===== src/rtl/riscv_lsu_pkg.sv =====
// Shared types and helpers for the load/store bus adapter: FSM state
// encoding, RV funct3 width codes and the access-size decode.
package riscv_lsu_pkg;

  typedef enum logic [1:0] {
    ST_IDLE = 2'd0,
    ST_REQ  = 2'd1,
    ST_WAIT = 2'd2,
    ST_DONE = 2'd3
  } lsu_state_e;

  localparam logic [2:0] LB  = 3'b000;
  localparam logic [2:0] LH  = 3'b001;
  localparam logic [2:0] LW  = 3'b010;
  localparam logic [2:0] LD  = 3'b011;
  localparam logic [2:0] LBU = 3'b100;
  localparam logic [2:0] LHU = 3'b101;
  localparam logic [2:0] LWU = 3'b110;

  localparam logic [2:0] SB = 3'b000;
  localparam logic [2:0] SH = 3'b001;
  localparam logic [2:0] SW = 3'b010;
  localparam logic [2:0] SD = 3'b011;

  // Doubleword codes collapse to a word access on a 32-bit datapath.
  function automatic logic [3:0] size_bytes(input logic [2:0] f3, input int xlen);
    case (f3[1:0])
      2'b00:   size_bytes = 4'd1;
      2'b01:   size_bytes = 4'd2;
      2'b10:   size_bytes = 4'd4;
      default: size_bytes = (xlen == 64) ? 4'd8 : 4'd4;
    endcase
  endfunction

endpackage


===== src/rtl/lsu_align.sv =====
// Combinational lane logic: byte enables, store-data replication,
// load extraction with sign/zero extension, and misalignment detection.
module lsu_align
  import riscv_lsu_pkg::*;
#(
  parameter int XLEN = 32,
  localparam int NB = XLEN / 8,
  localparam int OFFW = $clog2(NB)
) (
  input  logic [2:0]      funct3,
  input  logic [OFFW-1:0] offset,
  input  logic [XLEN-1:0] writedata,
  input  logic [XLEN-1:0] rdata,
  output logic [NB-1:0]   be,
  output logic [XLEN-1:0] wdata,
  output logic [XLEN-1:0] loaddata,
  output logic            misalign
);

  logic [3:0]      size;
  logic [NB-1:0]   size_mask;
  logic [XLEN-1:0] keep_mask;
  logic [XLEN-1:0] shifted;
  logic            sign_bit;
  logic            is_unsigned;

  assign size = size_bytes(funct3, XLEN);

  always_comb begin
    size_mask = '0;
    keep_mask = '0;
    for (int i = 0; i < NB; i++) begin
      if (i < int'(size)) begin
        size_mask[i]     = 1'b1;
        keep_mask[i*8+:8] = 8'hFF;
      end
    end
  end

  assign be       = size_mask << offset;
  assign misalign = |(offset & OFFW'(size - 4'd1));

  always_comb begin
    wdata = writedata;
    for (int i = 0; i < NB; i++) begin
      case (size)
        4'd1:    wdata[i*8+:8] = writedata[7:0];
        4'd2:    wdata[i*8+:8] = writedata[(i%2)*8+:8];
        4'd4:    wdata[i*8+:8] = writedata[(i%4)*8+:8];
        default: wdata[i*8+:8] = writedata[i*8+:8];
      endcase
    end
  end

  assign shifted = rdata >> {offset, 3'b000};

  // Bytes above the access size are filled with the sign bit or zero.
  always_comb begin
    case (funct3)
      LBU, LHU, LWU: is_unsigned = 1'b1;
      default:       is_unsigned = 1'b0;
    endcase
    case (size)
      4'd1:    sign_bit = shifted[7];
      4'd2:    sign_bit = shifted[15];
      default: sign_bit = shifted[31];
    endcase
    loaddata = (shifted & keep_mask) | ((sign_bit && !is_unsigned) ? ~keep_mask : '0);
  end

endmodule


===== src/rtl/lsu_bus_adapter.sv =====
// Load/store unit bridging the M stage to a valid/ready request, valid-only
// response bus; stalls the pipeline while an access is outstanding.
module lsu_bus_adapter
  import riscv_lsu_pkg::*;
#(
  parameter int XLEN    = 32,
  parameter int TIMEOUT = 0
) (
  input  logic              clk,
  input  logic              reset,
  input  logic              memreadM,
  input  logic              memwriteM,
  input  logic [2:0]        funct3M,
  input  logic [XLEN-1:0]   aluresultM,
  input  logic [XLEN-1:0]   writedataM,
  output logic [XLEN-1:0]   readdataM,
  output logic              stallM,
  output logic              misalignM,
  output logic              buserrM,
  output logic              bus_req_valid,
  input  logic              bus_req_ready,
  output logic              bus_we,
  output logic [XLEN-1:0]   bus_addr,
  output logic [XLEN-1:0]   bus_wdata,
  output logic [XLEN/8-1:0] bus_be,
  input  logic              bus_rsp_valid,
  input  logic [XLEN-1:0]   bus_rdata,
  output logic [1:0]        lsu_state
);

  // Request channel: a request transfers on a cycle with bus_req_valid &
  // bus_req_ready; once valid rises its fields stay constant until then.
  // Response channel: bus_rsp_valid is honoured only while in WAIT.

  localparam int NB   = XLEN / 8;
  localparam int OFFW = $clog2(NB);
  localparam int CW   = (TIMEOUT > 1) ? $clog2(TIMEOUT + 1) : 1;
  localparam bit TO_EN = (TIMEOUT > 0);
  localparam logic [CW-1:0] CNT_LAST = (TIMEOUT > 0) ? CW'(TIMEOUT - 1) : '0;

  localparam logic [1:0] IDLE = ST_IDLE;
  localparam logic [1:0] REQ  = ST_REQ;
  localparam logic [1:0] WAIT = ST_WAIT;
  localparam logic [1:0] DONE = ST_DONE;

  logic [1:0]      state;
  logic [1:0]      state_next;
  logic            req_we;
  logic [XLEN-1:0] req_addr;
  logic [XLEN-1:0] req_wdata;
  logic [2:0]      req_f3;
  logic [XLEN-1:0] rsp_data;
  logic            rsp_err;
  logic [CW-1:0]   cnt;

  logic            access;
  logic            in_idle;
  logic            issue;
  logic            timeout_hit;
  logic [2:0]      sel_f3;
  logic [XLEN-1:0] sel_addr;
  logic [XLEN-1:0] sel_wdata;
  logic [NB-1:0]   al_be;
  logic [XLEN-1:0] al_wdata;
  logic [XLEN-1:0] al_load;
  logic            al_mis;

  assign access  = memreadM | memwriteM;
  assign in_idle = (state == IDLE);

  // In IDLE the request is built straight from M; afterwards from the copy.
  assign sel_f3    = in_idle ? funct3M    : req_f3;
  assign sel_addr  = in_idle ? aluresultM : req_addr;
  assign sel_wdata = in_idle ? writedataM : req_wdata;

  lsu_align #(.XLEN(XLEN)) u_align (
    .funct3    (sel_f3),
    .offset    (sel_addr[OFFW-1:0]),
    .writedata (sel_wdata),
    .rdata     (bus_rdata),
    .be        (al_be),
    .wdata     (al_wdata),
    .loaddata  (al_load),
    .misalign  (al_mis)
  );

  assign issue       = in_idle & access & ~al_mis;
  assign timeout_hit = TO_EN && (cnt == CNT_LAST);

  always_comb begin
    state_next = state;
    case (state)
      IDLE:    if (issue) state_next = bus_req_ready ? WAIT : REQ;
      REQ:     if (bus_req_ready) state_next = WAIT;
      WAIT:    if (bus_rsp_valid || timeout_hit) state_next = DONE;
      default: state_next = IDLE;
    endcase
  end

  always_ff @(posedge clk) begin
    if (!reset) begin
      state     <= IDLE;
      req_we    <= 1'b0;
      req_addr  <= '0;
      req_wdata <= '0;
      req_f3    <= '0;
      rsp_data  <= '0;
      rsp_err   <= 1'b0;
      cnt       <= '0;
    end else begin
      state <= state_next;
      if (issue) begin
        req_we    <= memwriteM;
        req_addr  <= aluresultM;
        req_wdata <= writedataM;
        req_f3    <= funct3M;
      end
      cnt <= (state == WAIT) ? cnt + 1'b1 : '0;
      if (state == WAIT) begin
        if (bus_rsp_valid) begin
          rsp_data <= req_we ? '0 : al_load;
          rsp_err  <= 1'b0;
        end else if (timeout_hit) begin
          rsp_data <= '0;
          rsp_err  <= 1'b1;
        end
      end
    end
  end

  assign bus_req_valid = reset & (issue | (state == REQ));
  assign stallM        = reset & (issue | (state == REQ) | (state == WAIT));
  assign misalignM     = reset & in_idle & access & al_mis;
  assign buserrM       = reset & (state == DONE) & rsp_err;
  assign readdataM     = (state == DONE) ? rsp_data : '0;
  assign bus_we        = in_idle ? memwriteM : req_we;
  assign bus_addr      = {sel_addr[XLEN-1:OFFW], {OFFW{1'b0}}};
  assign bus_be        = al_be;
  assign bus_wdata     = al_wdata;
  assign lsu_state     = state;

endmodule


===== config.mk =====
export PLATFORM = sky130hd
export DESIGN_NAME = lsu_bus_adapter
export DESIGN_NICKNAME = d
export VERILOG_FILES = /design/src/rtl/riscv_lsu_pkg.sv /design/src/rtl/lsu_align.sv /design/src/rtl/lsu_bus_adapter.sv
export SDC_FILE = /design/constraint.sdc
export NUM_CORES = 1
export LEC_CHECK = 0
export CORE_MARGIN = 4
export CORE_UTILIZATION = 49
export CTS_CLUSTER_DIAMETER = 150
export DETAILED_ROUTE_END_ITERATION = 8
export PLACE_DENSITY = 0.86
export SLEW_MARGIN = 20
export SYNTH_ARGS = -nofsm -noshare
export SYNTH_HDL_FRONTEND = slang
export SYNTH_SLANG_ARGS = --single-unit

===== constraint.sdc =====
create_clock -name clk -period 3.7 [get_ports clk]
set_clock_uncertainty 0.15 [all_clocks]
set_input_delay 0.74 -clock clk [delete_from_list [all_inputs] [get_ports clk]]
set_output_delay 0.74 -clock clk [all_outputs]
set_load 0.005 [all_outputs]

=== Yosys cells after proc, flatten, opt, wreduce, memory -nomap -nowiden ===
Cells that the tools add are included.

* Add/sub/neg operators: 1
* Multipliers: 0
* Div/mod/pow operators: 0
* $lt $le $gt $ge: 4
* Equality and inequality tests: 12
* Shift-type cells: 2
* Muxes and demuxes: 26
* Bitwise gates (word level): 15
* Reductions and logical operators: 9

{| class="wikitable"
|+ Operator list
! cell !! number
|-
| $mux W32 || 5
|-
| $mux W8 || 6
|-
| $and A32 B32 Y32 || 1
|-
| $not A32 Y32 || 1
|-
| $or A32 B32 Y32 || 1
|-
| $shr A32 B5 Y32 || 1
|-
| $pmux W8 S2 || 1
|-
| $eq A3 B3 Y1 const B || 3
|-
| $mux W2 || 4
|-
| $and A1 B1 Y1 || 7
|-
| $lt A1 B3 Y1 const A || 2
|-
| $lt A2 B3 Y1 const A || 2
|-
| $mux W1 || 6
|-
| $pmux W2 S3 || 1
|-
| $pmux W3 S2 || 1
|-
| $eq A2 B1 Y1 const B || 2
|-
| $eq A2 B2 Y1 const B || 2
|-
| $logic_not A2 Y1 || 2
|-
| $ne A2 B2 Y1 const B || 2
|-
| $reduce_or A2 Y1 || 2
|-
| $shl A4 B2 Y4 || 1
|-
| $eq A3 B1 Y1 const B || 1
|-
| $eq A3 B2 Y1 const B || 1
|-
| $mux W3 || 1
|-
| other kinds (11) || 13
|}

* Register bits: 102
* Latch bits: 0
* Bits in writable memories: 0
* Memory bits (read-only): 0
* Bits of input ports: 105
* Output and inout bits: 107
* Logic and storage cells: 75
* Memories: 0

=== Longest topological paths before layout ===
Gate-level depths: netlist of the first run.

* Depth after elaboration: 12
* Depth in mapped cells: 11
* Mapped depth without buffers: 7

=== Modules after synthesis ===
A second synthesis of the first run with hierarchy kept.

* Cells, all modules: 782
* Area total of the unflattened synthesis: 6526.3 um^2

{| class="wikitable"
|+ Modules (own cells, without submodules)
! module !! times used !! cells an instance !! area an instance (um^2) !! seq. area each (um^2)
|-
| lsu_bus_adapter || 1 || 611 || 5287.6 || 2042.0
|-
| lsu_align || 1 || 171 || 1238.7 || 0.0
|}

=== Least setup slack after synthesis of the first run ===
No wires, ideal clock.

* Kind: reg2out
* Start: register state[0], in the netlist lsu_state[0]
* End: output port bus_wdata[14]
* Arrival time: 1.877 ns
* Required time: 2.810 ns
* Setup slack: 0.933 ns
* Stages on the path, launching flop included: 10
* Path buffers: 4
* Path through: dfxtp_1 > inv_1 > ha_1 > buf_6 > buf_2 > a21oi_1 > buf_2 > buf_2 > nor2_1 > a21oi_1

* Cells in the longest elaborated chain, start to end: 6
* Elaborated cells on any way between the ends: 8
* Classes of those cells: eq/ne: 2; mux: 4; reduce/logical: 2

{| class="wikitable"
|+ RTL lines
! item !! line !! RTL
|-
| from (decl) || lsu_bus_adapter.sv:46 || <nowiki>logic [1:0] state;</nowiki>
|-
| from (signal assigned) || lsu_bus_adapter.sv:111 || <nowiki>state <= state_next;</nowiki>
|-
| $logic_not A2 Y1 * || lsu_bus_adapter.sv:69 || <nowiki>assign in_idle = (state == IDLE);</nowiki>
|-
| $mux W3 || lsu_bus_adapter.sv:72 || <nowiki>assign sel_f3 = in_idle ? funct3M : req_f3;</nowiki>
|-
| $eq A2 B1 Y1 / $logic_not A2 Y1 (equally long branches) || riscv_lsu_pkg.sv:27 || <nowiki>case (f3[1:0])</nowiki>
|-
| $pmux W3 S2 || riscv_lsu_pkg.sv:27 ||
|-
| $eq A3 B1 Y1 || lsu_align.sv:46 || <nowiki>case (size)</nowiki>
|-
| $mux W8 * || lsu_align.sv:46 ||
|-
| to (decl) || lsu_bus_adapter.sv:24 || <nowiki>output logic [XLEN-1:0] bus_wdata,</nowiki>
|}

Mark *: on every way between the ends. The rest lies on a longest branch, timed or not.

=== Worst setup path in the final report of the first run ===
* Start: register state[1], in the netlist lsu_state[1]
* End: output port stallM

* Cells in the longest elaborated chain, start to end: 12
* Elaborated cells on any way between the ends: 17
* Classes of those cells: add/sub: 1; eq/ne: 3; mux: 3; bitwise: 7; reduce/logical: 3

{| class="wikitable"
|+ RTL lines
! item !! line !! RTL
|-
| $logic_not A2 Y1 || lsu_bus_adapter.sv:69 ||
|-
| $mux W3 || lsu_bus_adapter.sv:72 ||
|-
| $eq A2 B1 Y1 / $logic_not A2 Y1 (equally long branches) || riscv_lsu_pkg.sv:27 ||
|-
| $pmux W3 S2 || riscv_lsu_pkg.sv:27 ||
|-
| $sub A2 B1 Y2 || lsu_align.sv:41 || <nowiki>assign misalign = |(offset & OFFW'(size - 4'd1));</nowiki>
|-
| $and A2 B2 Y2 || lsu_align.sv:41 ||
|-
| $reduce_or A2 Y1 || lsu_align.sv:41 ||
|-
| $not A1 Y1 || lsu_bus_adapter.sv:87 || <nowiki>assign issue = in_idle & access & ~al_mis;</nowiki>
|-
| $and A1 B1 Y1 || lsu_bus_adapter.sv:87 ||
|-
| $or A1 B1 Y1 || lsu_bus_adapter.sv:132 || <nowiki>assign stallM = reset & (issue | (state == REQ) | (state == WAIT));</nowiki>
|-
| $or A1 B1 Y1 * || lsu_bus_adapter.sv:132 ||
|-
| $and A1 B1 Y1 * || lsu_bus_adapter.sv:132 ||
|-
| to (decl) || lsu_bus_adapter.sv:17 || <nowiki>output logic stallM,</nowiki>
|}

Marked as above.

==> results.md, run 1 <==
- Register area share after synthesis: 35.8%
- Layout cells sized above 1: 11.7%
- Synthesized cell area: roughly 5700 um^2
- Via count of the first global-routing pass: roughly 5,700
- Root Driver: clkbuf_16
- Final critical-path required period: between 3 and 4 ns
- Non-Filler Instances: 1,059
- # clock sinks: just over 100
- Arr. time, crit path: between 2 and 3 ns
- Worst path slowest cell: dfxtp_1
- WL final: 18,400 um
- Detailed Routing Iterations Pass 1: 5
- Die ar.: 13,400 um^2
- Hpwl dp: about 13,000 um
- Worst-skew pair later-pin latency: ~0.35 ns
- Final ANT Viol Nets: 0
- Fin Setup TNS: 0 ns
- Die H: ~120 um
- Post-synthesis cell type count: 45
- Reg clk slew, reported paths: about 0.070 ns
- Placer Congestion: between 0.8 and 0.9
- Largest net degree at the start of global routing: 68
- CP Max Fanout: 13
- CTS buffer count: 9
- Final Util: between 70 and 80%
- Fin nets: approximately 1,000
- Max cap viols: 0
- I/O Buffers: 208
- Mean Syn Cell Area: between 7 and 8 um^2
- Max Buffers Root-to-Sink: 2
- N_diodes: 0
- Async S/R FF share, synth: 0%
- Wirelength per Cell: roughly 17 um
- Cells after Synth: 726
- Crit path buf inv count: 2
- Overflow after GRT: 0
- Io pins: 212
- GRT Total Usage: roughly a quarter
- Kind of critical path: flop to output pin
- CTS tree: done
- Yosys reg bits: between 100 and 150
- CP Launch Type: flop
- HP Class: flop to flop
- Max-slew violation count: 0
- Worst IR Drop VDD: approximately 450 uV
- Data required, critical path: 2.81 ns
- Initial Util: 49.9%
- RSZ-0062 raised after global routing: false
- Post-synth EDFFs: 0
- H-tree level count: 3
- Worst slew pin tran: slightly above 0.7 ns
- Die W: approximately 120 um
- Status: complete, no violations
- Synth warnings: 0
- Drt initial violations: 564
- Most common flop cell mapped by yosys: dfxtp_1
- Most common cell after layout, fill and taps aside: clkdlybuf4s50_1
- # DRC: 0
- Most frequent cells in the layout: clkdlybuf4s50_1, nand2_1, a21oi_1
- Headroom to the max-slew limit: between 50% and 60%
- Routed vias/inst: roughly 5.6
- Final count of hold timing violations: 0
- Max Freq: about 280 MHz
- CP peak stage delay: 0.45 ns
- Area growth from synthesis to layout: 44.6%
- Pleak: roughly 0.0033 uW
- Power Density: around 630 nW/um^2
- Worst-path cell chain: inv_1, ha_4, mux2i_2, a211o_1, and2_2, nor2_1, a21oi_1, clkdlybuf4s50_1
- Final setup fails: 0
- First-pass GRT wire length: between 20,000 and 30,000 um
- Crit. End Element: output pin
- Period utilisation layout: a little over nine tenths
- Vias: between 5,000 and 6,000
- Initial antenna violation count: 0
- Row count: 39
- Cell family with most CP delay: buffers and inverters
- DP Cell Count: 1,041
- Core region area: ~11,000 um^2
-- registers in the layout, summed over array words and instances, names as in the netlist --
register   count
rsp_data      32
req_addr      32
req_f3         3
lsu_state      2
req_we         1
req_wdata     32
-- stage by stage --
stage | worst slack, ns | total power [uW] | cell area, um^2 | hold WS (ns)
floorplan | 0.933 | 2950 | 5710 | 0.277
finish | 0.162 | 5160 | 8250 | 0.300
detailed placement | 0.196 | 4070 | 7880 | 0.290
global route | 0.0137 | 5470 | 8250 | 0.319
global placement | 0.211 | 4040 | 7880 | 0.288
CTS | 0.0267 | 5110 | 8200 | 0.301
-- cell usage after synthesis, types with 2 or more instances --
cell type,count,share of area (%)
mux2i_1,36,6.3
a211oi_1,9,1.2
a211o_1,2,0.31
dfxtp_1,102,36
ha_1,5,1.1
a31oi_1,3,0.33
clkbuf_1,31,2.0
o211ai_1,10,1.3
a22oi_1,9,1.2
nor2_1,29,1.9
nor3_1,9,0.79
a21oi_1,105,9.2
nor2b_1,8,0.88
a32oi_1,8,1.2
o21ai_0,27,2.4
nand2_1,180,12
and2_1,34,3.7
buf_4,8,1.1
inv_1,5,0.33
mux2_2,42,8.3
nand3_1,8,0.70
o21ai_2,10,1.5
and3_1,7,0.77
buf_2,15,1.3
buf_6,4,0.79
-- final timing paths --
check / slack (ns) / cells past startpoint / to / startpoint
worst min-delay path: 0.30 / 2 / req_wdata[31] / req_wdata[31]
worst min register to register: 0.30 / 2 / req_wdata[31] / req_wdata[31]
worst max-delay path: 0.16 / 8 / stallM / lsu_state[1]
worst max register to register: 0.75 / 10 / rsp_data[20] / lsu_state[1]
-- logic make-up after synthesis --
group | count (synthesis) | synth area share, %
AOI/OAI and AO/OA | 191 | 20.2
muxes | 80 | 15.2
DFF | 102 | 35.8
and+or+nand+nor | 283 | 22.0
adders and majority gates | 5 | 1.10
other | 1 | 0.0658
buffers and inverters | 64 | 5.59
-- what timing repair did --
item | CTS | global route
resized for setup | 0 | 2
setup buffers | 0 | 1
setup endpoints to repair | 0 | 15
hold buffers | 0 | 0
-- routing by layer --
metal	vias up	track usage, %	part of all wire [%]
met4	0	10.1	2.3
met5	-	0	0
met2	264	42.6	47
li1	2874	-	-
met1	2795	34.1	42
met3	32	6.42	9.5
-- report_power, final --
| part | switching, uW | internal, uW |
|---|---|---|
| sequential | 146 | 1340 |
| combinational | 1290 | 1350 |
| clock | 424 | 610 |
| total | 1860 | 3300 |
-- layout make-up --
type | instances | area (um^2)
clock inverters | 6 | 83.8
flip-flops and latches | 102 | 2040
well taps | 143 | 179
fillers | 903 | 3170
multi-input cells | 562 | 3390
clock buffers | 10 | 239
inverters | 6 | 23.8
repair buffers | 230 | 2280
-- worst min-delay path: stages (launching register included) --
cell	delay, ns
dfxtp_1	0.31
nand2_1	0.05
a21oi_1	0.05
Note: power is estimated with default switching activity, not from simulation.
==> run 2: changes to the inputs <==
CORE_UTILIZATION = 60   (was 49)
DONT_BUFFER_PORTS = 1   (was unset)
PLACE_DENSITY = 0.75   (was 0.86)
clock period = 3.95 ns   (was 3.7 ns; I/O delays follow)
==> run 2 against run 1 <==
Total power down 27%; critical path depth decreased by 2; largest cell class unchanged; sequential share of layout area grew 9.8 points; highest routed layer unchanged.
==> results.md, run 2 (same netlist as run 1, synthesis figures left out) <==
- Hold Crit Start: req_wdata[7]
- CP Max Fanout: 50
- Hpwl dp: 11,500 um
- Data required, critical path: about 3 ns
- Pleak: between 0.002 and 0.0025 uW
- Area growth from synthesis to layout: 3.66%
- Io pins: 212
- Detailed Routing Iterations Pass 1: 5
- Worst slew pin tran: between 0.8 and 0.9 ns
- Root Driver: clkbuf_8
- Initial Util: 61.7%
- Fin nets: roughly 800
- Max cap viols: 0
- Headroom to the max-slew limit: between 40% and 50%
- Core region area: roughly 9200 um^2
- Initial antenna violation count: 0
- CP Launch Type: flop
- Cell family with most CP delay: adder cells
- Wirelength per Cell: 19.3 um
- CTS tree: done
- Pint: around 2200 uW
- Worst IR Drop VDD: about 320 uV
- Reg clk slew, reported paths: roughly 0.1 ns
- Place WS: between 0.7 and 0.8 ns
- Drt initial violations: 360
- Arr. time, crit path: 2.67 ns
- Reg2reg start: lsu_state[1]
- First-pass GRT wire length: between 20,000 and 30,000 um
- Power Total: about 3800 uW
- Fillers: approximately 830
- GRT Total Usage: around 28%
- Crit path buf inv count: 2
- CTS resizes: 0
- Fin Setup TNS: 0 ns
- Max Freq: ~280 MHz
- Final critical-path required period: 3.61 ns
- Crit. End Element: output pin
- Final Util: about 64%
- Post-CTS Setup Repair Bufs: 0
- Psw: 1550 uW
- I/O Buffers: 0
- Placer Congestion: between 0.8 and 0.9
- Worst setup margin: between 0.3 and 0.4 ns
- Largest registers: req_addr x32, req_wdata x32, rsp_data x32
- WL final: 16,000 um
- CP peak stage delay: approximately 0.60 ns
- Largest net degree at the start of global routing: between 60 and 70
- Worst-skew pair later-pin latency: approximately 0.35 ns
- R2R depth: 9
- CTS buffer count: 9
- Power Density: about 630 nW/um^2
- Most common cell after layout, fill and taps aside: nand2_1
- Via count of the first global-routing pass: 4,832
- Row count: 35
- Switching share of power: just over 40%
- Die H: approximately 110 um
- Final count of hold timing violations: 0
- FF-to-FF End: rsp_data[17]
- N_diodes: 0
- CTS Hold Buffers Added: 0
- Worst path slowest cell: ha_4
- # DRC: 0
- Layout cells sized above 1: between 10 and 15%
- Hold-critical path endpoint: req_wdata[7]
- # clock sinks: 102
- Most frequent cells in the layout: nand2_1, a21oi_1, dfxtp_1
- Die ar.: around 11,000 um^2
- Routed vias/inst: slightly above 6
- H-tree level count: 3
- Kind of critical path: flop to output pin
- Overflow after GRT: 0
- Comb power frac: around 45%
- Max Buffers Root-to-Sink: 2
- Hold depth: 2
- Clock power share: 17.9%
- RSZ-0062 raised after global routing: false
- Seq pwr share: 37.3%
- Vias: just over 5,000
- Period utilisation layout: between 90% and 100%
- Final ANT Viol Nets: 0
- HP Class: flop to flop
- Die W: ~110 um
- Final setup fails: 0
- Max-slew violation count: 0
- Worst-path cell chain: inv_1, ha_4, buf_4, mux2_2, o21ai_0, a21oi_1
- Status: complete, no violations
- R2r setup slk: 0.80 ns
==> run 2: power groups by stage <==
stage | sequential [uW] | clock [uW] | combinational, uW
finish | 1400 | 673 | 1680
global route | 1420 | 727 | 1860
CTS | 1390 | 680 | 1680
detailed placement | 1420 | 0 | 1670
global placement | 1400 | 0 | 1630
floorplan | 1370 | 0 | 1390
==> run 2: cell type report <==
| class | count | area (um^2) | share of cell area, % |
|---|---|---|---|
| multi-input cells | 562 | 3390 | 57.3 |
| flip-flops and latches | 102 | 2040 | 34.5 |
| well taps | 129 | 161 | 2.73 |
| clock buffers | 10 | 138 | 2.33 |
| repair buffers | 13 | 97.6 | 1.65 |
| clock inverters | 5 | 60.1 | 1.02 |
| inverters | 6 | 23.8 | 0.402 |
==> run 2: per-stage QoR <==
step / instances / instance area, um^2 / hold WS, ns
floorplan: 728 / 5710 / 0.277
global placement: 812 / 5710 / 0.289
detailed placement: 812 / 5710 / 0.295
CTS: 827 / 5910 / 0.310
global route: 827 / 5910 / 0.320
finish: 827 / 5910 / 0.309
==> run 2: metal layers <==
metal / track usage, % / vias up / routed length [um]
li1: - / 2432 / -
met1: 33.0 / 2379 / 6230
met2: 48.3 / 221 / 7920
met3: 9.55 / 25 / 1560
met4: 6.85 / 0 / 282
met5: 0 / - / 0
==> run 2: worst max-delay path by stage <==
stage                  from             to  slack [ns]  depth (start not counted)
6_report       lsu_state[1]  bus_wdata[25]        0.34                          6
5_1_grt        lsu_state[1]  bus_wdata[12]        0.07                          6
4_1_cts        lsu_state[1]  bus_wdata[25]        0.35                          6
3_5_place_dp   lsu_state[1]  bus_wdata[25]        0.77                          6
3_3_place_gp   lsu_state[1]  bus_wdata[25]        0.82                          6
2_1_floorplan  lsu_state[0]  bus_wdata[14]        1.13                          9
==> run 2: worst reg2reg max path, cell delays in order (launching register included) <==
cell       delay [ns]
dfxtp_1          0.40
inv_1            0.19
ha_4             0.60
mux2i_2          0.32
buf_4            0.32
mux2i_2          0.35
mux2i_4          0.14
o2111ai_2        0.19
buf_4            0.26
o21ai_0          0.12
